## config.mk

```make
export PLATFORM = sky130hd
export DESIGN_NAME = id_operand_stage
export DESIGN_NICKNAME = d
export VERILOG_FILES = /design/src/rtl/id_operand_stage_pkg.sv /design/src/rtl/id_operand_stage_fwd_select.sv /design/src/rtl/id_operand_stage.sv
export SDC_FILE = /design/constraint.sdc
export NUM_CORES = 1
export LEC_CHECK = 0
export ABC_AREA = 1
export CAP_MARGIN = 20
export CORE_AREA = 2 2 167 169
export DETAILED_ROUTE_END_ITERATION = 10
export DIE_AREA = 0 0 169 171
export SYNTH_ARGS = -nofsm -noshare
export SYNTH_HDL_FRONTEND = slang
export SYNTH_SLANG_ARGS = --single-unit
```

## constraint.sdc

```tcl
create_clock -name clk -period 11.7 [get_ports clk]
set_clock_uncertainty 0.1 [all_clocks]
set_input_delay 1.755 -clock clk [delete_from_list [all_inputs] [get_ports clk]]
set_output_delay 1.755 -clock clk [all_outputs]
set_load 0.05 [all_outputs]
```

## src/rtl/id_operand_stage_pkg.sv

```systemverilog
// Shared defaults and field positions for the decode-stage operand
// fetch/bypass block.
package id_operand_stage_pkg;
    localparam int XLEN_DEF       = 32;
    localparam int NREG_DEF       = 32;
    localparam int NFWD_DEF       = 3;
    localparam int PAYLOAD_WD_DEF = 64;

    // Bit positions inside the 2-bit read-enable field.
    localparam int RD_EN_RS = 0;
    localparam int RD_EN_RT = 1;
endpackage

```

## src/rtl/id_operand_stage_fwd_select.sv

```systemverilog
// Per-operand bypass selection: the youngest matching source wins, and its
// readiness decides whether the operand can be consumed this cycle.
module fwd_select
    import id_operand_stage_pkg::*;
#(
    parameter int XLEN = XLEN_DEF,
    parameter int AW   = 5,
    parameter int NFWD = NFWD_DEF
) (
    input  logic                 i_used,
    input  logic [AW-1:0]        i_addr,
    input  logic [NFWD-1:0]      i_fwd_valid,
    input  logic [NFWD*AW-1:0]   i_fwd_dest,
    input  logic [NFWD*XLEN-1:0] i_fwd_data,
    input  logic [NFWD-1:0]      i_fwd_ready,
    input  logic [XLEN-1:0]      i_rf_data,
    output logic [XLEN-1:0]      o_value,
    output logic                 o_not_ready
);

    logic w_hit;

    // Scanning upward and latching the first hit gives index 0 priority;
    // older matches behind a hit are shadowed even when they are ready.
    always_comb begin
        o_value     = i_rf_data;
        o_not_ready = 1'b0;
        w_hit       = 1'b0;
        for (int i = 0; i < NFWD; i++) begin
            if (i_used && !w_hit && i_fwd_valid[i] &&
                (i_fwd_dest[i*AW +: AW] == i_addr)) begin
                w_hit       = 1'b1;
                o_value     = i_fwd_data[i*XLEN +: XLEN];
                o_not_ready = !i_fwd_ready[i];
            end
        end
    end

endmodule

```

## src/rtl/id_operand_stage.sv

```systemverilog
// Decode-stage operand stage: holds one instruction, resolves rs/rt through
// the bypass network and stalls while a needed result is still in flight.
module id_operand_stage
    import id_operand_stage_pkg::*;
#(
    parameter int XLEN       = XLEN_DEF,
    parameter int NREG       = NREG_DEF,
    parameter int NFWD       = NFWD_DEF,
    parameter int PAYLOAD_WD = PAYLOAD_WD_DEF,
    localparam int AW        = $clog2(NREG)
) (
    input  logic                  clk,
    input  logic                  reset,
    input  logic                  in_valid,
    output logic                  in_allowin,
    input  logic [PAYLOAD_WD-1:0] in_payload,
    input  logic [AW-1:0]         in_rs,
    input  logic [AW-1:0]         in_rt,
    input  logic [1:0]            in_rd_en,
    input  logic                  flush,
    input  logic [NFWD-1:0]       fwd_valid,
    input  logic [NFWD*AW-1:0]    fwd_dest,
    input  logic [NFWD*XLEN-1:0]  fwd_data,
    input  logic [NFWD-1:0]       fwd_ready,
    output logic [AW-1:0]         rf_raddr1,
    output logic [AW-1:0]         rf_raddr2,
    input  logic [XLEN-1:0]       rf_rdata1,
    input  logic [XLEN-1:0]       rf_rdata2,
    output logic                  out_valid,
    input  logic                  out_allowin,
    output logic [PAYLOAD_WD-1:0] out_payload,
    output logic [XLEN-1:0]       out_rs_value,
    output logic [XLEN-1:0]       out_rt_value,
    output logic [31:0]           stall_cnt
);

    logic                  r_valid;
    logic [PAYLOAD_WD-1:0] r_payload;
    logic [AW-1:0]         r_rs;
    logic [AW-1:0]         r_rt;
    logic [1:0]            r_rd_en;
    logic [31:0]           r_stall_cnt;

    logic w_rs_used;
    logic w_rt_used;
    logic w_rs_not_ready;
    logic w_rt_not_ready;
    logic w_ready_go;
    logic w_load;

    // Register 0 is hardwired, so it never participates in bypassing.
    assign w_rs_used  = r_rd_en[RD_EN_RS] && (r_rs != '0);
    assign w_rt_used  = r_rd_en[RD_EN_RT] && (r_rt != '0);
    assign w_ready_go = !(w_rs_not_ready || w_rt_not_ready);

    // Valid/ready: a transfer happens on an edge where valid && allowin.
    // Flush forces allowin high but the offered instruction is dropped.
    assign in_allowin = !r_valid || (w_ready_go && out_allowin) || flush;
    assign out_valid  = r_valid && w_ready_go && !flush;
    assign w_load     = in_valid && in_allowin && !flush;

    assign rf_raddr1   = r_rs;
    assign rf_raddr2   = r_rt;
    assign out_payload = r_payload;
    assign stall_cnt   = r_stall_cnt;

    fwd_select #(.XLEN(XLEN), .AW(AW), .NFWD(NFWD)) u_fwd_rs (
        .i_used      (w_rs_used),
        .i_addr      (r_rs),
        .i_fwd_valid (fwd_valid),
        .i_fwd_dest  (fwd_dest),
        .i_fwd_data  (fwd_data),
        .i_fwd_ready (fwd_ready),
        .i_rf_data   (rf_rdata1),
        .o_value     (out_rs_value),
        .o_not_ready (w_rs_not_ready)
    );

    fwd_select #(.XLEN(XLEN), .AW(AW), .NFWD(NFWD)) u_fwd_rt (
        .i_used      (w_rt_used),
        .i_addr      (r_rt),
        .i_fwd_valid (fwd_valid),
        .i_fwd_dest  (fwd_dest),
        .i_fwd_data  (fwd_data),
        .i_fwd_ready (fwd_ready),
        .i_rf_data   (rf_rdata2),
        .o_value     (out_rt_value),
        .o_not_ready (w_rt_not_ready)
    );

    always_ff @(posedge clk) begin
        if (reset) begin
            r_valid     <= 1'b0;
            r_stall_cnt <= '0;
        end else begin
            if (flush) begin
                r_valid <= 1'b0;
            end else if (in_allowin) begin
                r_valid <= in_valid;
            end
            if (r_valid && !w_ready_go && !flush && (r_stall_cnt != 32'hFFFF_FFFF)) begin
                r_stall_cnt <= r_stall_cnt + 32'd1;
            end
        end
    end

    // Instruction fields are only meaningful while r_valid is set.
    always_ff @(posedge clk) begin
        if (w_load) begin
            r_payload <= in_payload;
            r_rs      <= in_rs;
            r_rt      <= in_rt;
            r_rd_en   <= in_rd_en;
        end
    end

endmodule

```

==> results of run 1 <==
-- metal layers --
metal / track usage / part of all wire / vias to the layer above
li1: - / - / 4088
met1: 0.233 / 0.38 / 3889
met2: 0.389 / 0.51 / 376
met3: 0.0564 / 0.085 / 49
met5: 0 / 0.00044 / -
met4: 0.0676 / 0.025 / 2
-- power groups by stage --
| stage | sequential, W | combinational, W | clock [W] |
|---|---|---|---|
| 4_1_cts | 0.000432 | 0.000322 | 0.000313 |
| 5_1_grt | 0.000433 | 0.000338 | 0.000329 |
| 6_report | 0.000432 | 0.000321 | 0.000303 |
| 3_5_place_dp | 0.000441 | 0.000320 | 0 |
| 3_3_place_gp | 0.000441 | 0.000320 | 0 |
| 2_1_floorplan | 0.000480 | 0.000118 | 0 |
-- worst max-delay path by stage --
stage	end	depth (start not counted)	start
after detailed placement	out_rt_value[28]	12	fwd_dest[8]
after global routing	out_valid	14	fwd_dest[4]
final	out_valid	14	fwd_dest[4]
after floorplan	out_payload[0]$_DFFE_PP_	14	fwd_dest[0]
after CTS	out_valid	14	fwd_dest[4]
after global placement	out_valid	14	fwd_dest[0]
-- stage by stage --
stage / power [W] / instance area [um2]
floorplan: 0.000598 / 7120
global placement: 0.000761 / 11700
detailed placement: 0.000762 / 11700
CTS: 0.00107 / 12000
global route: 0.00110 / 12000
finish: 0.00106 / 12000
-- cells in the mapped netlist, types with 3 or more instances --
master,instances
clkbuf_1,38
nand3_1,74
dfxtp_1,33
nor2_1,84
inv_1,40
nand2_2,4
nor2_2,3
nand2_1,267
buf_1,10
nor4_1,6
buf_6,3
xor2_1,20
buf_4,3
nand3_4,3
buf_2,5
nor2_4,3
nor3_1,9
a31oi_1,33
nand4_1,42
edfxtp_1,76
a21oi_1,32
inv_2,9
o21ai_0,33
o211ai_1,66
or2_2,31
xnor2_1,10
-- worst max-delay path, delay by kind of cell --
kind,cells,cell delay [ns]
buf+inv,4,1.72
simple gates,10,2.22
-- registers in the layout, summed over array words and instances (netlist names) --
name	count
stall_cnt	32
out_payload	64
rf_raddr2	5
rf_raddr1	5
r_rd_en	2
r_valid	1
-- layout make-up --
| class | count | area [um2] |
|---|---|---|
| Timing Repair Buffer | 443 | 4430 |
| Tap cell | 346 | 433 |
| Clock buffer | 10 | 229 |
| Multi-Input combinational cell | 728 | 3740 |
| Sequential cell | 109 | 2940 |
| Antenna cell | 6 | 15.0 |
| Clock inverter | 6 | 60.1 |
| Fill cell | 2752 | 15300 |
| Inverter | 50 | 188 |
-- placed cells by master, fill, tap and decap left out, drive strengths merged, types with 34 or more instances in the layout --
master | netlist | layout
clkdlybuf4s50 | 0 | 433
edfxtp | 76 | 76
inv | 49 | 53
nand2 | 272 | 272
nand3 | 79 | 79
nand4 | 42 | 42
nor2 | 90 | 90
o211ai | 66 | 66
o21ai | 34 | 34
-- cells by family after synthesis --
logic type               count (synthesis)  synth area share
AO/OA/AOI/OAI                          165             0.145
XOR/XNOR                                30            0.0369
AND/OR/NAND/NOR                        532             0.340
adder cells (fa/ha/maj)                  1           0.00176
flip-flops                             109             0.413
buffers and inverters                  109            0.0631
==> qor.yml, run 1 <==
power_density_mw_per_mm2: 87.8
cts_setup_buffers: 0
ant_nets: 0
r2r_setup_slack_ns: 6.92
layout_setup_ws_ns: 4.07
fin_nets: 1604
rsz0062_at_grt: "no"
grt_usage: 0.210
dp_slack_ns: 4.07
critPathMaxStageDelay_ns: 0.85
outcome: "completed"
num_io_pins: 434
vias_per_cell: 4.95
cts_buffers: 9
worst_slew_pin_slew_ns: 0.969
synth_warnings: 0
num_vias: 8404
cpMostUsedCell: "nand2_1"
min_delay_worst_endpoint: "stall_cnt[31]$_SDFFE_PP0P_"
max_freq_mhz: 131
dpl.hpwl_mm: 24.4
grt_overflow: 0
pwr-share-comb: 0.304
hold_slack_ns: 0.384
cts_hold_buffers: 0
power.net_switching_w: 0.000336
synth.ff_latch_count: 109
path_clk_slew_ns: 0.08
layout-area-overhead-vs-synth_pct: 69.0
dr.first_iter.drc_count: 533
p_clk_frac: 0.287
worstHoldStart: "stall_cnt[31]$_SDFFE_PP0P_"
slew_violations: 0
placementRows: 61
final_layout_size_suffix_gt1_frac: 0.0632
min_period_ns: 7.63
start_util: 0.261
synthCells: 946
r2r_start: "rf_raddr1[0]$_DFFE_PP_"
critPathArrivalTime_ns: 5.78
cp_max_fo: 35
dp.cells: 1675
yosysSeqAreaShare: 0.413
synth_top_area_share: 0.321
htreeDepth: 3
core_area_mm2: 0.0273
ctsResizeCount: 0
grt_pass1_vias: 8360
place.gp.congestion: 0.945
grt_antenna_before_repair: 7
fp.dieW_um: 169
r2r-end: "out_payload[19]$_DFFE_PP_"
setup_viol: 0
hold_path.class: "flop to flop"
die_h_um: 171
synth_largest_area_cell: "edfxtp_1"
drc_errors: 0
clkLatencyLatePin_ns: 0.35
grt_pass1_wl_mm: 47.3
synth_flop_cell: "edfxtp_1"
worstPathRequired_ns: 9.85
final_hold_viol_count: 0
path_class: "input pin to output port"
wl_per_cell_um: 18.6
dieArea_mm2: 0.0289
p_seq_frac: 0.409
first_pass_iters: 5
cpMaxStageDelayCell: "clkdlybuf4s50_1"
period_share: 0.652
cts_root_buf: "clkbuf_16"
grt_start_max_net_pins: 77
critPathLaunchType: "input pin"
drt_wl_total_mm: 31.6
synth.area.top_cells: "edfxtp_1, nand2_1, dfxtp_1"
holdPathStages: 2
io_buffers: 433
p_sw_frac: 0.318
cts.sink_count: 109
synthesis.nets: 1209
cts_tree: "built"
synth_area_mm2: 0.00712
fin_tns_setup_ns: 0
cp_cell_sequence: "clkdlybuf4s50_1 > inv_1 > nand2_1 > nand2_1 > nor2_1 > nand3_4 > nand2_1 > inv_2 > nand2_4 > nand2_1 > nand2_2 > nand3_4 > nor3_1 > clkdlybuf4s50_1"
endpoint_kind: "output port"
p_int_w: 0.000720
avgSynthCellArea_um2: 7.53
async_flop_share: 0
r2r_cells: 14
cts_buffer_depth: 2
cap_violations: 0
synth_edf_count: 76
slew_headroom: 0.354
fin_cells: 1698
final_core_util: 0.440
ir_drop_mv: 0.0725
p_leak_nw: 4.41
ys_types: 33
Power figures use the tool's default switching activity.
==> run 2: changes to the inputs <==
- CORE_AREA: 2 2 167 169 -> 2 2 166 168
- DIE_AREA: 0 0 169 171 -> 0 0 168 170
- clock period: 11.7 -> 6.29 ns (I/O delays scaled with it)
==> qor.yml, run 2 (synthesis gave the netlist of run 1 again) <==
start_util: 0.267  # was 0.261
setup_viol: 0  # unchanged
ant_nets: 0  # unchanged
worst_slew_pin_slew_ns: 0.969  # about the same
rsz0062_at_grt: "no"  # unchanged
final_core_util: 0.453  # was 0.440
r2r_start: "rf_raddr1[1]$_DFFE_PP_"  # was rf_raddr1[0]$_DFFE_PP_
met3_usage: 0.0588  # was 0.0564
final_common_cell: "clkdlybuf4s50_1"  # unchanged
dr.first_iter.drc_count: 619  # was 533
drt_wl_total_mm: 31.0  # was 31.6 mm
ir_drop_mv: 0.134  # was 0.0725 mV
drc_errors: 0  # unchanged
hold_path.class: "flop to flop"  # unchanged
cp_max_fo: 35  # unchanged
ctsResizeCount: 0  # unchanged
grt_pass1_wl_mm: 47.3  # about the same
cap_violations: 0  # unchanged
place.gp.congestion: 0.914  # was 0.945
critPathArrivalTime_ns: 4.44  # was 5.78 ns
seqCellArea_mm2: 0.00294  # unchanged
max_freq_mhz: 182
dieArea_mm2: 0.0286  # was 0.0289 mm2
fin_nets: 1608  # was 1,604
htreeDepth: 3  # unchanged
grt_usage: 0.211  # was 0.210
r2r-end: "out_payload[59]$_DFFE_PP_"  # was out_payload[19]$_DFFE_PP_
met2_usage: 0.375  # was 0.389
cts_buffer_depth: 2  # unchanged
num_io_pins: 434  # unchanged
r2r_cells: 14  # unchanged
pwr-share-comb: 0.302  # was 0.304
p_leak_nw: 4.45  # was 4.41 nW
cts_root_buf: "clkbuf_16"  # unchanged
critPathLaunchType: "input pin"  # unchanged
grt_start_max_net_pins: 77  # unchanged
clkLatencyLatePin_ns: 0.36  # was 0.35 ns
fp.dieW_um: 168  # was 169 um
cts_tree: "built"  # unchanged
final_hold_viol_count: 0  # unchanged
p_clk_frac: 0.294  # was 0.287
outcome: "completed"  # unchanged
grt_antenna_before_repair: 7  # unchanged
die_h_um: 170  # was 171 um
path_clk_slew_ns: 0.08  # about the same
dpl.hpwl_mm: 24.5  # was 24.4 mm
cts.sink_count: 109  # unchanged
slew_headroom: 0.354  # about the same
worstHoldStart: "stall_cnt[31]$_SDFFE_PP0P_"  # unchanged
power.net_switching_w: 0.000639  # was 0.000336 W
final_layout_size_suffix_gt1_frac: 0.0674  # was 0.0632
min_period_ns: 5.48
wl_per_cell_um: 18.3  # was 18.6 um
p_seq_frac: 0.404  # was 0.409
busiest_layer: "met2"  # unchanged
endpoint_kind: "output port"  # unchanged
grt_util_met1: 0.240  # was 0.233
num_vias: 8349  # was 8,404
layout-area-overhead-vs-synth_pct: 69.7  # was 69.0%
largest_reg_flops: 64  # unchanged
slew_violations: 0  # unchanged
core_area_mm2: 0.0267  # was 0.0273 mm2
power_density_mw_per_mm2: 164  # was 87.8 mW/mm2
layout_common_cells: "clkdlybuf4s50_1, nand2_1, nor2_1"  # unchanged
path_class: "input pin to output port"  # unchanged
grt_overflow: 0  # unchanged
period_share: 0.872
min_delay_worst_endpoint: "stall_cnt[31]$_SDFFE_PP0P_"  # unchanged
p_int_w: 0.00135  # was 0.000720 W
cts_buffers: 9  # unchanged
multi_input_area_mm2: 0.00374  # about the same
first_pass_iters: 6  # was 5
fillerInstances: 2693  # was 2,752
vias_per_cell: 4.92  # was 4.95
placementRows: 60  # was 61
holdPathStages: 2  # unchanged
fin_tns_setup_ns: 0  # unchanged
cts_hold_buffers: 0  # unchanged
r2r_setup_slack_ns: 1.94  # was 6.92 ns
p_sw_frac: 0.321  # was 0.318
worstPathRequired_ns: 5.25  # was 9.85 ns
cts_setup_buffers: 0  # unchanged
io_buffers: 433  # unchanged
grt_pass1_vias: 8351  # was 8,360
run 2: critical path: stages:
cell,delay (ns)
clkdlybuf4s50_1,0.48
inv_1,0.07
nand2_1,0.06
nand2_1,0.06
nor2_1,0.18
nand3_4,0.34
nand2_1,0.18
inv_2,0.06
nand2_4,0.31
nand2_1,0.12
nand2_2,0.09
nand3_4,0.35
nand2_1,0.16
nand2_1,0.12
inv_1,0.08
clkdlybuf4s50_1,0.80
run 2: stage by stage:
| step | cells | hold slack, ns | area, um2 | setup slack (ns) | power [W] |
|---|---|---|---|---|---|
| CTS | 1690 | 0.392 | 12000 | 0.788 | 0.00201 |
| floorplan | 946 | 0.553 | 7120 | 0.767 | 0.00111 |
| finish | 1696 | 0.382 | 12100 | 0.805 | 0.00199 |
| global placement | 1674 | 0.370 | 11700 | 0.825 | 0.00142 |
| global route | 1695 | 0.417 | 12100 | 0.464 | 0.00207 |
| detailed placement | 1674 | 0.377 | 11700 | 0.803 | 0.00142 |
run 2: worst max-delay path by stage:
stage / from / endpoint / slack [ns]
final: fwd_dest[0] / in_allowin / 0.81
after CTS: fwd_dest[4] / in_allowin / 0.79
after global placement: fwd_dest[3] / in_allowin / 0.83
after detailed placement: fwd_dest[4] / in_allowin / 0.80
after global routing: fwd_dest[4] / out_valid / 0.46
after floorplan: fwd_dest[0] / out_payload[0]$_DFFE_PP_ / 0.77
run 2: power by group through the flow:
stage	logic, W	clock network [W]	registers, W
6_report	0.000600	0.000584	0.000803
5_1_grt	0.000633	0.000629	0.000806
4_1_cts	0.000602	0.000607	0.000804
3_5_place_dp	0.000600	0	0.000820
3_3_place_gp	0.000599	0	0.000819
2_1_floorplan	0.000219	0	0.000891
run 2: area by class of cell:
class / instances / area share
timing repair buffer: 447 / 0.369
multi-input combinational: 728 / 0.310
sequential: 109 / 0.244
tap: 341 / 0.0353
clock buffer: 9 / 0.0186
inverter: 50 / 0.0155
clock inverter: 7 / 0.00704
antenna: 5 / 0.00104
run 2: metal layers:
metal	vias to the layer above	part of all wire
li1	4096	-
met1	3811	0.39
met2	382	0.50
met3	56	0.083
met4	4	0.031
met5	-	0.00087
